File: config.mk
export PLATFORM = sky130hd
export DESIGN_NAME = mc_main_fsm
export DESIGN_NICKNAME = d
export VERILOG_FILES = /design/src/rtl/mc_pkg.sv /design/src/rtl/mc_imm_dec.sv /design/src/rtl/mc_main_fsm.sv
export SDC_FILE = /design/constraint.sdc
export NUM_CORES = 1
export LEC_CHECK = 0
export BUFFER_PORTS_ARGS = -buffer_cell sky130_fd_sc_hd__buf_2
export CORE_AREA = 2 2 39 41
export DETAILED_ROUTE_END_ITERATION = 8
export DIE_AREA = 0 0 41 43
export PLACE_DENSITY_LB_ADDON = 0.2
export SKIP_CTS_REPAIR_TIMING = 1
export SYNTH_ARGS = -nofsm -noshare
export SYNTH_HDL_FRONTEND = slang
export SYNTH_HIERARCHICAL = 1
export SYNTH_SLANG_ARGS = --single-unit
File: constraint.sdc
create_clock -name clk -period 4.8 [get_ports clk]
set_input_delay 0.48 -clock clk [delete_from_list [all_inputs] [get_ports clk]]
set_output_delay 0.48 -clock clk [all_outputs]
set_load 0.02 [all_outputs]
File: src/rtl/mc_pkg.sv
// Shared encodings for the multicycle control path: FSM states, opcodes and
// the mux/ALU select codes also used by the datapath and ALU decoder.
package mc_pkg;

  typedef enum logic [3:0] {
    S_FETCH    = 4'd0,
    S_DECODE   = 4'd1,
    S_MEMADR   = 4'd2,
    S_MEMREAD  = 4'd3,
    S_MEMWB    = 4'd4,
    S_MEMWRITE = 4'd5,
    S_EXECR    = 4'd6,
    S_EXECI    = 4'd7,
    S_JAL      = 4'd8,
    S_ALUWB    = 4'd9,
    S_BEQ      = 4'd10,
    S_TRAP     = 4'd11
  } state_t;

  // Fixed reset target; not intended as an override point.
  localparam state_t RESET_STATE = S_FETCH;

  localparam logic [6:0] OP_LW  = 7'b0000011;
  localparam logic [6:0] OP_SW  = 7'b0100011;
  localparam logic [6:0] OP_R   = 7'b0110011;
  localparam logic [6:0] OP_I   = 7'b0010011;
  localparam logic [6:0] OP_JAL = 7'b1101111;
  localparam logic [6:0] OP_BEQ = 7'b1100011;

  localparam logic [1:0] ALUOP_ADD   = 2'b00;
  localparam logic [1:0] ALUOP_SUB   = 2'b01;
  localparam logic [1:0] ALUOP_FUNCT = 2'b10;

  localparam logic [1:0] RES_ALUOUT    = 2'b00;
  localparam logic [1:0] RES_DATA      = 2'b01;
  localparam logic [1:0] RES_ALURESULT = 2'b10;

  localparam logic [1:0] SRCA_PC    = 2'b00;
  localparam logic [1:0] SRCA_OLDPC = 2'b01;
  localparam logic [1:0] SRCA_RD1   = 2'b10;

  localparam logic [1:0] SRCB_RD2  = 2'b00;
  localparam logic [1:0] SRCB_IMM  = 2'b01;
  localparam logic [1:0] SRCB_FOUR = 2'b10;

  localparam logic [1:0] IMM_I = 2'b00;
  localparam logic [1:0] IMM_S = 2'b01;
  localparam logic [1:0] IMM_B = 2'b10;
  localparam logic [1:0] IMM_J = 2'b11;

endpackage

File: src/rtl/mc_imm_dec.sv
// Combinational opcode -> immediate-format decode; unknown opcodes give I-format.
module mc_imm_dec
  import mc_pkg::*;
(
  input  logic [6:0] op_i,
  output logic [1:0] imm_src_o
);

  always_comb begin
    imm_src_o = IMM_I;
    case (op_i)
      OP_SW:   imm_src_o = IMM_S;
      OP_BEQ:  imm_src_o = IMM_B;
      OP_JAL:  imm_src_o = IMM_J;
      default: imm_src_o = IMM_I;
    endcase
  end

endmodule

File: src/rtl/mc_main_fsm.sv
// Multicycle main control FSM: sequences fetch/decode/execute/memory/writeback
// and drives every datapath select, write enable and ALUOp for the ALU decoder.
module mc_main_fsm
  import mc_pkg::*;
(
  input  logic       clk,
  input  logic       reset,
  input  logic [6:0] op,
  input  logic       zero,
  output logic       pc_write,
  output logic       adr_src,
  output logic       mem_write,
  output logic       ir_write,
  output logic       reg_write,
  output logic [1:0] result_src,
  output logic [1:0] alu_src_a,
  output logic [1:0] alu_src_b,
  output logic [1:0] alu_op,
  output logic [1:0] imm_src,
  output logic       instr_done,
  output logic       illegal_op
);

  state_t state_q, state_d;
  state_t st_eff;
  logic   pc_update;
  logic   branch;

  // Encodings past S_TRAP are unreachable; treat them as fetch.
  always_comb begin
    st_eff = state_q;
    if (state_q > S_TRAP) st_eff = S_FETCH;
  end

  always_comb begin
    state_d = S_FETCH;
    case (st_eff)
      S_FETCH:  state_d = S_DECODE;
      S_DECODE: begin
        case (op)
          OP_LW, OP_SW: state_d = S_MEMADR;
          OP_R:         state_d = S_EXECR;
          OP_I:         state_d = S_EXECI;
          OP_JAL:       state_d = S_JAL;
          OP_BEQ:       state_d = S_BEQ;
          default:      state_d = S_TRAP;
        endcase
      end
      S_MEMADR:   state_d = (op == OP_LW) ? S_MEMREAD : S_MEMWRITE;
      S_MEMREAD:  state_d = S_MEMWB;
      S_MEMWB:    state_d = S_FETCH;
      S_MEMWRITE: state_d = S_FETCH;
      S_EXECR:    state_d = S_ALUWB;
      S_EXECI:    state_d = S_ALUWB;
      S_JAL:      state_d = S_ALUWB;
      S_ALUWB:    state_d = S_FETCH;
      S_BEQ:      state_d = S_FETCH;
      S_TRAP:     state_d = S_TRAP;
      default:    state_d = S_FETCH;
    endcase
  end

  always_ff @(posedge clk or posedge reset) begin
    if (reset) state_q <= RESET_STATE;
    else       state_q <= state_d;
  end

  always_comb begin
    pc_update  = 1'b0;
    branch     = 1'b0;
    adr_src    = 1'b0;
    mem_write  = 1'b0;
    ir_write   = 1'b0;
    reg_write  = 1'b0;
    result_src = RES_ALUOUT;
    alu_src_a  = SRCA_PC;
    alu_src_b  = SRCB_RD2;
    alu_op     = ALUOP_ADD;
    instr_done = 1'b0;
    illegal_op = 1'b0;
    case (st_eff)
      S_FETCH: begin
        ir_write   = 1'b1;
        alu_src_a  = SRCA_PC;
        alu_src_b  = SRCB_FOUR;
        alu_op     = ALUOP_ADD;
        result_src = RES_ALURESULT;
        pc_update  = 1'b1;
      end
      // Precompute branch/jump target into ALUOut while the opcode resolves.
      S_DECODE: begin
        alu_src_a = SRCA_OLDPC;
        alu_src_b = SRCB_IMM;
      end
      S_MEMADR: begin
        alu_src_a = SRCA_RD1;
        alu_src_b = SRCB_IMM;
      end
      S_MEMREAD: begin
        result_src = RES_ALUOUT;
        adr_src    = 1'b1;
      end
      S_MEMWB: begin
        result_src = RES_DATA;
        reg_write  = 1'b1;
        instr_done = 1'b1;
      end
      S_MEMWRITE: begin
        result_src = RES_ALUOUT;
        adr_src    = 1'b1;
        mem_write  = 1'b1;
        instr_done = 1'b1;
      end
      S_EXECR: begin
        alu_src_a = SRCA_RD1;
        alu_src_b = SRCB_RD2;
        alu_op    = ALUOP_FUNCT;
      end
      S_EXECI: begin
        alu_src_a = SRCA_RD1;
        alu_src_b = SRCB_IMM;
        alu_op    = ALUOP_FUNCT;
      end
      S_JAL: begin
        alu_src_a  = SRCA_OLDPC;
        alu_src_b  = SRCB_FOUR;
        result_src = RES_ALUOUT;
        pc_update  = 1'b1;
      end
      S_ALUWB: begin
        result_src = RES_ALUOUT;
        reg_write  = 1'b1;
        instr_done = 1'b1;
      end
      S_BEQ: begin
        alu_src_a  = SRCA_RD1;
        alu_src_b  = SRCB_RD2;
        alu_op     = ALUOP_SUB;
        result_src = RES_ALUOUT;
        branch     = 1'b1;
        instr_done = 1'b1;
      end
      S_TRAP: illegal_op = 1'b1;
      default: ;
    endcase
  end

  // branch is only set in S_BEQ, so zero cannot reach pc_write elsewhere.
  assign pc_write = pc_update | (branch & zero);

  mc_imm_dec u_imm_dec (
    .op_i      (op),
    .imm_src_o (imm_src)
  );

endmodule

# After elaboration in Yosys (flattened, before gate mapping)
# Index checks and enable logic that the tools add are counted.
word_totals:
  register_bits: 4
  in_bits: 10
op_classes:
  magnitude_cmp: 1
  eq_ne: 17
  muxes: 17
  bitwise_logic: 2
  reduce_logical: 11
ops:
  columns: ["operator", "n"]
  rows:
  - ["4-bit one-hot mux with 6 select lines", 1]
  - ["4-bit one-hot mux with 5 select lines", 1]
  - ["4-bit by 3-bit == test with 1-bit output, second input constant", 4]
  - ["4-bit == test, second input constant", 4]
  - ["2-bit one-hot mux with 2 select lines", 4]
  - ["7-bit by 6-bit == test with 1-bit output, second input constant", 2]
  - ["7-bit == test, second input constant", 2]
  - ["2-bit OR reduction", 6]
  - ["4-bit by 2-bit == test with 1-bit output, second input constant", 2]
  - ["1-bit two-way mux", 8]
  - ["4-bit OR reduction", 2]
  - ["7-bit by 2-bit == test with 1-bit output, second input constant", 1]
  - ["7-bit by 5-bit == test with 1-bit output, second input constant", 1]
  - ["2-bit one-hot mux with 3 select lines", 1]
  - ["3-bit OR reduction", 2]
  - ["4-bit by 1-bit == test with 1-bit output, second input constant", 1]
  - ["4-bit > comparator, second input constant", 1]
  - ["4-bit zero test", 1]
  - ["4-bit two-way mux", 1]
  - ["3-bit two-way mux", 1]
  - ["1-bit AND", 1]
  - ["1-bit OR", 1]

# Depth between registers and ports, before layout
# Gate-level depths: netlist (run 1).
depth:
  depth_word: 6
  depth_mapped: 6

# Cells and area by module
# Netlist (run 1), hierarchy kept.
modules_own_cells:
  columns: ["module", "n_inst", "cells_per_inst", "area_each_um2"]
  rows:
  - ["mc_main_fsm", 1, 73, 545.5]
  - ["mc_imm_dec", 1, 6, 43.8]

# Worst setup path before layout (run 1)
# Ideal clock, no wire load.
synth_path:
  path_kind: "reg-to-output"
  from: "register state_q[2]"
  to: "output port alu_op[0]"
  arrival_ns: 1.569
  required_time_ns: 4.320
  setup_slack_ns: 2.751
  stages_incl_launch_ff: 6
  n_path_buf: 1
  path_cell_list: "dfrtp_1 inv_1 ha_1 clkbuf_1 nor2b_1 nor3b_1"
synth_between:
  elab_chain_cells: 5
synth_rtl:
  columns: ["element", "line_no", "source"]
  rows:
  - ["start, declared", "mc_main_fsm.sv:24", "state_t state_q, state_d;"]
  - ["start signal, assigned", "mc_main_fsm.sv:65", "else state_q <= state_d;"]
  - ["4-bit > comparator", "mc_main_fsm.sv:32", "if (state_q > S_TRAP) st_eff = S_FETCH;"]
  - ["4-bit two-way mux (*)", "mc_main_fsm.sv:32", null]
  - ["4-bit by 3-bit == test with 1-bit output", "mc_main_fsm.sv:81", "case (st_eff)"]
  - ["2-bit OR reduction (no source line)", null, null]
  - ["2-bit one-hot mux with 2 select lines (*)", "mc_main_fsm.sv:81", null]
  - ["end, declared", "mc_main_fsm.sv:18", "output logic [1:0] alu_op,"]
# Mark *: on every way between the ends. The rest lies on a longest branch, timed or not.

# Worst setup path in the final report (run 1)
layout_path:
  from: "register state_q[2]"
  to: "output port reg_write"
layout_between:
  elab_chain_cells: 5
layout_rtl:
  columns: ["element", "line_no", "source"]
  rows:
  - ["4-bit > comparator", "mc_main_fsm.sv:32", null]
  - ["4-bit two-way mux (*)", "mc_main_fsm.sv:32", null]
  - ["4-bit == test / 4-bit by 3-bit == test with 1-bit output (equally long branches)", "mc_main_fsm.sv:81", null]
  - ["2-bit OR reduction (no source line) (*)", null, null]
  - ["1-bit two-way mux (*)", "mc_main_fsm.sv:81", null]
  - ["end, declared", "mc_main_fsm.sv:14", "output logic reg_write,"]
# Marked as above.

==> results of run 1 <==
layout by cell type (no fill, tap or decap), types with 2 or more instances in the layout:
master and n:
buf_2 26, inv_1 8, nand2_1 7, nand3_1 4, dfrtp_1 4, and2_1 3
nor2b_1 3, nor3_1 3, o21a_1 3, o21ai_0 3, nor2_1 3, a21oi_1 3
ha_1 3, clkbuf_4 3, nand4bb_1 2, xor2_1 2, or4_1 2, a2bb2oi_1 2
per-stage QoR:
stage          cell area, sq um  power (uW)
2_1_floorplan               589         418
3_3_place_gp                717         530
3_5_place_dp                717         536
4_1_cts                     739         579
5_1_grt                     739         629
6_report                    739         574
report_power, final:
group          switching (uW)  internal (uW)  total (uW)  leakage [uW]
Sequential               37.1           51.4        88.4     0.0000500
Clock                    13.4           27.9        41.3     0.0000138
Combinational             268            177         445      0.000317
per-layer routing:
| layer | global-route usage | vias to the layer above | wire length, microns |
|---|---|---|---|
| li1 | - | 336 | - |
| met1 | 0.279 | 295 | 629 |
| met2 | 0.313 | 19 | 749 |
| met3 | 0.0471 | 2 | 57 |
| met4 | 0.0933 | 0 | 8 |
| met5 | 0 | - | 0 |
final cells by class:
type                    instances  area [sq um]  area share
well taps                      16          20.0      0.0271
multi-input cells              62           437       0.591
clock buffers                   3          22.5      0.0305
repair buffers                 26           130       0.176
flip-flops and latches          4           100       0.135
inverters                       8          30.0      0.0406
cells by family (layout without fill, tap and decap cells):
| kind of cell | Yosys count | count (layout) | share of synthesized area |
|---|---|---|---|
| mux | 1 | 1 | 0.0191 |
| buf+inv | 13 | 37 | 0.0892 |
| xor+xnor | 3 | 3 | 0.0446 |
| flops | 4 | 4 | 0.170 |
| simple gates | 35 | 35 | 0.361 |
| fa+ha+maj | 3 | 3 | 0.0637 |
| compound gates | 20 | 20 | 0.253 |
critical path: stages (launching register included):
cell      delay [ns]
dfrtp_1         0.39
ha_1            0.32
o21bai_1        0.25
and2_1          0.21
a31o_2          0.20
buf_2           0.15
final timing paths:
path | endpoint | slack [ns] | depth (start not counted) | from
setup / recovery | reg_write | 2.54 | 5 | state_q[2]
hold / removal | state_q[2] | 0.11 | 2 | reset
setup reg to reg | state_q[2] | 2.92 | 5 | state_q[2]
hold reg to reg | state_q[1] | 0.84 | 2 | state_q[1]
max in group asynchronous | state_q[3] | 4.54 | 2 | reset
min in group clk | state_q[1] | 0.55 | 2 | op[4]
==> results.md, run 1 <==
- Clock slew at reported path FFs: 0.04 ns
- CP Max Fanout: 11
- ANT nets after route: 0
- Initial antenna violation count: 0
- Critical path capture point type: primary output
- Routability cong.: 0.787
- Fin util: 0.534
- Cell Rows: 14
- Synth area leader: dfrtp_1
- WS Path Type: flop to primary output
- Layout Skew: 0.00532 ns
- Final Hold Vio Count: 0
- Synth top area share: 0.170
- Register bit total from synthesis: 4
- Via Count: 652
- P&R area growth vs syn: 25.5%
- Pre-CTS setup slack: 2.80 ns
- Post-synthesis async set-or-reset flop share: 1.00
- Via-to-Cell Ratio: 5.48
- Largest net degree at the start of global routing: 16
- First-pass GRT wire length: 2560 microns
- Setup TNS: 0 ns
- Gr ovfl total: 0
- Max-cap viol count: 0
- Clock sinks: 4
- Run status: finished clean
- Die X: 41 microns
- Critical Path AT: 1.78 ns
- Type of origin of the critical path: flop
- Layout cells sized above 1: 0.311
- Slew headroom: 0.674
- CP Data Required Time: 4.32 ns
- Unrepaired setup endpoints after global routing: no
- Slew Viols, Final: 0
- CTS tree: yes
- Starting Density: 0.426
- Netlist cell types: 37
- Post-Route WL: 1440 microns
- Pwr dens: 777 mW/mm^2
- Diodes inserted: 0
- Net count, final: 118
- Worst skew pair latency: 0.23 ns
- Fin crit share: 0.470
- Number of global-route vias before repair: 602
- Area of the die: 0.00176 sq mm
- Yosys warnings: 6
- Main flop type after synthesis: dfrtp_1
- Overall die height: 43 microns
- Worst Max-Slew Pin Slew: 0.488 ns
- # setup viols final: 0
- Hold_ws: 0.112 ns
- Synth cell count leaders: inv_1 (8), nand2_1 (7), dfrtp_1 (4), nand3_1 (4)
- Final cell count without fillers: 119
- Post-Synthesis Net Count: 92
- Hpwl dp: 1100 microns
- GRT Total Usage: 0.210
- CTS root buffer: clkbuf_4
- Fmax: 443 MHz
- Largest register FFs: 4
- Clk buf depth: 2
- Post-placement cell count: 116
- Setup ws final: 2.54 ns
- HP Class: primary input to async pin
- Min cycle time layout: 2.26 ns
- Residual DRC: 0
- Routed length per instance: 12.1 microns
- Netlist Area Pre-Place: 589 sq um
- IO Count: 27
- DR pass1 iterations: 4
- Synth top area cells: dfrtp_1 (17%), ha_1 (6.4%), inv_1 (5.1%), nand2_1 (4.5%), nand4bb_1 (3.8%)
- Leak pwr: 0.000381 uW
- Fillers: 143
- Synth Instances: 79
- CORE AREA: 0.00138 sq mm
- Post-synth EDFFs: 0
- CTS Buf Count: 3
- Top flop regs: state_q (4)
- DRT iter0 DRCs: 9
- Most frequent cell after synthesis: inv_1
- Register area share after synthesis: 0.170
- Top reg by flops: state_q
- Synth Area per Inst: 7.46 sq um
- Number of port buffers: 26
- H-tree depth: 1
- VDD IR-drop max: 256 uV
(Power assumes the default switching activity.)
==> run 2: changes to the inputs <==
CORE_AREA = not set   (was 2 2 39 41)
CORE_UTILIZATION = 45   (was not set)
DIE_AREA = not set   (was 0 0 41 43)
clock period = 2.15 ns   (was 4.8 ns; I/O delays follow)
==> run 2 against run 1 <==
  * Combinational power up 120%
  * Critical path depth unchanged
  * Sequential cell count is the same
  * Highest routed layer unchanged
  * Via count grew 3.2%
  * Register-to-register slack worse by 2.6 ns
  * Final area up 2.0%
==> results.md, run 2 (synthesis results as in run 1) <==
- Run status: finished clean
- H-tree depth: 1
- Design Area, Final: 754 sq um
- Post-Route WL: 1390 microns
- CP Max Fanout: 11
- Type of origin of the critical path: flop
- Layout cells sized above 1: 0.314
- VDD IR-drop max: 721 uV
- Max incr delay on CP: 0.39 ns
- IO Count: 27
- Crit-path slowest cell: dfrtp_1
- Gr ovfl total: 0
- First-pass GRT wire length: 2200 microns
- Fmax: 496 MHz
- Fin crit share: 0.938
- Largest net degree at the start of global routing: 16
- Cell Rows: 12
- Final Hold Vio Count: 0
- Clk buf depth: 2
- CP Data Required Time: 1.93 ns
- Number of port buffers: 26
- Commonest non-fill, non-tap cell in the layout: buf_2
- Critical Path AT: 1.80 ns
- Top flop regs: state_q (4)
- Layout Skew: 0.0131 ns
- Final cell count without fillers: 119
- Power Total: 1300 uW
- Leak pwr: 0.000390 uW
- Crit path max-delay family: compound AO/OA/AOI/OAI gates
- Clock sinks: 4
- Number of global-route vias before repair: 520
- Net count, final: 120
- Starting Density: 0.510
- Top reg by flops: state_q
- Die X: 38.2 microns
- Largest register FFs: 4
- CTS root buffer: clkbuf_4
- Worst path bufs/invs: 1
- Worst-path cell chain: ha_1 > o21bai_1 > and2_1 > a31o_2 > buf_2
- Unrepaired setup endpoints after global routing: no
- Initial antenna violation count: 0
- Placed Area: 722 sq um
- Overall die height: 38.2 microns
- Pwr dens: 1720 mW/mm^2
- ANT nets after route: 0
- Clock slew at reported path FFs: 0.04 ns
- CORE AREA: 0.00116 sq mm
- DR pass1 iterations: 4
- Hpwl dp: 1070 microns
- DRT iter0 DRCs: 15
- Hold Path Stages: 2
- Most frequent cells in the layout: buf_2 (26), inv_1 (8), nand2_1 (7)
- Post-placement cell count: 115
- Max-cap viol count: 0
- Min cycle time layout: 2.02 ns
- Slew Viols, Final: 0
- WS Path Type: flop to primary output
- CTS Buf Count: 3
- Routability cong.: 0.921
- HP Class: primary input to flop
- Via Count: 673
- Diodes inserted: 0
- GRT Total Usage: 0.219
- Path depth of the worst reg2reg path: 5
- # setup viols final: 0
- Residual DRC: 0
- CTS tree: yes
- WP depth: 5
- Area of the die: 0.00146 sq mm
- Setup TNS: 0 ns
- Via-to-Cell Ratio: 5.66
- Slew headroom: 0.687
- Worst Max-Slew Pin Slew: 0.470 ns
- Routed length per instance: 11.7 microns
- P&R area growth vs syn: 28.0%
- Critical path capture point type: primary output
- Worst skew pair latency: 0.25 ns
run 2: cell types whose count changed in the layout (fill, tap and decap cells not counted):
cell           delta
buf_4             +1
dlygate4sd3_1     +1
run 2: power by group:
part	total, uW	switching [uW]	internal, uW	leakage (uW)
combinational	1000	596	406	0.000327
clock	99.4	36.6	62.8	0.0000138
sequential	194	78.9	115	0.0000500
run 2: through the flow:
step | setup slack [ns] | utilization | hold WS [ns]
detailed placement | 0.308 | 0.624 | 0.0992
global placement | 0.377 | 0.624 | 0.0928
CTS | 0.145 | 0.644 | -0.165
global route | 0.0805 | 0.653 | 0.280
finish | 0.134 | 0.653 | 0.256
floorplan | 0.366 | - | -0.0189
run 2: path summary, 6_finish.rpt:
kind	from	endpoint	slack [ns]
max in group asynchronous	reset	state_q[0]	1.61
hold reg to reg	state_q[1]	state_q[1]	0.85
setup reg to reg	state_q[2]	state_q[2]	0.29
setup / recovery	state_q[2]	reg_write	0.13
min in group asynchronous	reset	state_q[1]	0.38
hold / removal	op[4]	state_q[1]	0.26
run 2: routing by layer:
layer / global-route usage / wire length (microns)
met5: 0 / 0
met4: 0.152 / 19
met3: 0.0349 / 67
met2: 0.322 / 666
met1: 0.288 / 634
run 2: final cells by class:
type / count / area (sq um)
fillers: 105 / 402
clock buffers: 3 / 22.5
flip-flops and latches: 4 / 100
multi-input cells: 62 / 437
repair buffers: 28 / 148
inverters: 8 / 30.0
well taps: 14 / 17.5
==> run 3: changes to the inputs <==
PLACE_DENSITY = 0.87   (was not set)
PLACE_DENSITY_LB_ADDON = not set   (was 0.2)
==> run 3 against run 2 <==
  * Core utilization did not move
  * Worst hold slack improved by 0.035 ns
  * Largest power group unchanged
  * Non-clock buffer count did not move
  * Largest cell class unchanged
  * Register-to-register slack barely moved
  * Sequential cell count did not move
  * Fmax barely moved
  * Combinational power barely moved
  * Total power rose by 0.93%
==> results.md, run 3 (synthesis results as in run 1) <==
- Leak pwr: 0.000390 uW
- P&R area growth vs syn: 28.0%
- Top flop regs: state_q (4)
- DRT iter0 DRCs: 23
- Via Count: 673
- Design Area, Final: 754 sq um
- CORE AREA: 0.00116 sq mm
- Clock slew at reported path FFs: 0.04 ns
- Layout cells sized above 1: 0.314
- CTS root buffer: clkbuf_4
- HP Class: primary input to flop
- ANT nets after route: 0
- Top reg by flops: state_q
- WS Path Type: flop to primary output
- Worst skew pair latency: 0.24 ns
- Area of the die: 0.00146 sq mm
- Final Hold Vio Count: 0
- H-tree depth: 1
- Fmax: 496 MHz
- DR pass1 iterations: 4
- Hold_ws: 0.291 ns
- CTS Buf Count: 3
- Starting Density: 0.510
- Gr ovfl total: 0
- Critical path capture point type: primary output
- Power Total: 1310 uW
- Diodes inserted: 0
- First-pass GRT wire length: 2310 microns
- IO Count: 27
- Type of origin of the critical path: flop
- Net count, final: 120
- Largest register FFs: 4
- Residual DRC: 0
- Pre-CTS setup slack: 0.281 ns
- Switching power: 723 uW
- Largest net degree at the start of global routing: 16
- Run status: finished clean
- Clock sinks: 4
- CP Max Fanout: 11
- Die X: 38.2 microns
- Number of port buffers: 26
- Commonest non-fill, non-tap cell in the layout: buf_2
- Placed Area: 722 sq um
- Slew headroom: 0.698
- Layout Skew: 0.00122 ns
- Setup ws final: 0.132 ns
- Hpwl dp: 1140 microns
- Min cycle time layout: 2.02 ns
- Pwr dens: 1730 mW/mm^2
- CP Data Required Time: 1.93 ns
- Logic pwr share: 0.781
- Critical Path AT: 1.80 ns
- Clock Power Share: 0.072
- VDD IR-drop max: 921 uV
- Most frequent cells in the layout: buf_2 (26), inv_1 (8), nand2_1 (7)
- Via-to-Cell Ratio: 5.66
- Routed length per instance: 12.6 microns
- Number of global-route vias before repair: 548
- Sw frac: 0.553
- Setup TNS: 0 ns
- Fin crit share: 0.939
- Unrepaired setup endpoints after global routing: no
- Routability cong.: 0.946
- GRT Total Usage: 0.231
- Cell Rows: 12
- CTS tree: yes
- Slew Viols, Final: 0
- Internal power: 584 uW
- Worst Max-Slew Pin Slew: 0.453 ns
- Clk buf depth: 2
- # setup viols final: 0
- Flop pwr share: 0.147
- Max-cap viol count: 0
- Post-Route WL: 1500 microns
- Initial antenna violation count: 0
- Overall die height: 38.2 microns
-- run 3: cell counts in the layout (fill, tap and decap cells not counted) --
No cell type changed its count.
-- run 3: metrics by stage --
stage	cells	util
6_report	119	0.653
5_1_grt	119	0.653
4_1_cts	118	0.644
3_5_place_dp	115	0.624
3_3_place_gp	115	0.624
2_1_floorplan	79	-
-- run 3: worst paths after layout --
kind                            start         end  slack [ns]  cells past startpoint
min reg2reg                state_q[1]  state_q[1]        0.89                      2
min                             op[4]  state_q[1]        0.29                      2
max                        state_q[2]   reg_write        0.13                      5
min in group asynchronous       reset  state_q[1]        0.40                      3
max reg2reg                state_q[2]  state_q[2]        0.28                      5
max in group asynchronous       reset  state_q[2]        1.59                      3
-- run 3: critical path, stage by stage (launching register included) --
cell	delay, ns
dfrtp_1	0.39
ha_1	0.32
o21bai_1	0.27
and2_1	0.22
a31o_2	0.21
buf_2	0.15
-- run 3: area by class of cell --
class / instances / area, sq um
Timing Repair Buffer: 28 / 148
Sequential cell: 4 / 100
Tap cell: 14 / 17.5
Clock buffer: 3 / 22.5
Multi-Input combinational cell: 62 / 437
Inverter: 8 / 30.0
Fill cell: 103 / 402
-- run 3: power groups by stage --
stage / Sequential, uW / Combinational, uW / Clock, uW
finish: 193 / 1020 / 93.7
detailed placement: 194 / 1010 / 0
floorplan: 140 / 794 / 0
CTS: 192 / 1020 / 97.6
global placement: 190 / 992 / 0
global route: 202 / 1110 / 104
-- run 3: routing by layer --
metal	GRT usage	share of wire	up-vias
met5	0	0	-
met4	0.125	0.014	0
met3	0.0523	0.036	2
met2	0.369	0.51	22
met1	0.284	0.44	312
li1	-	-	337
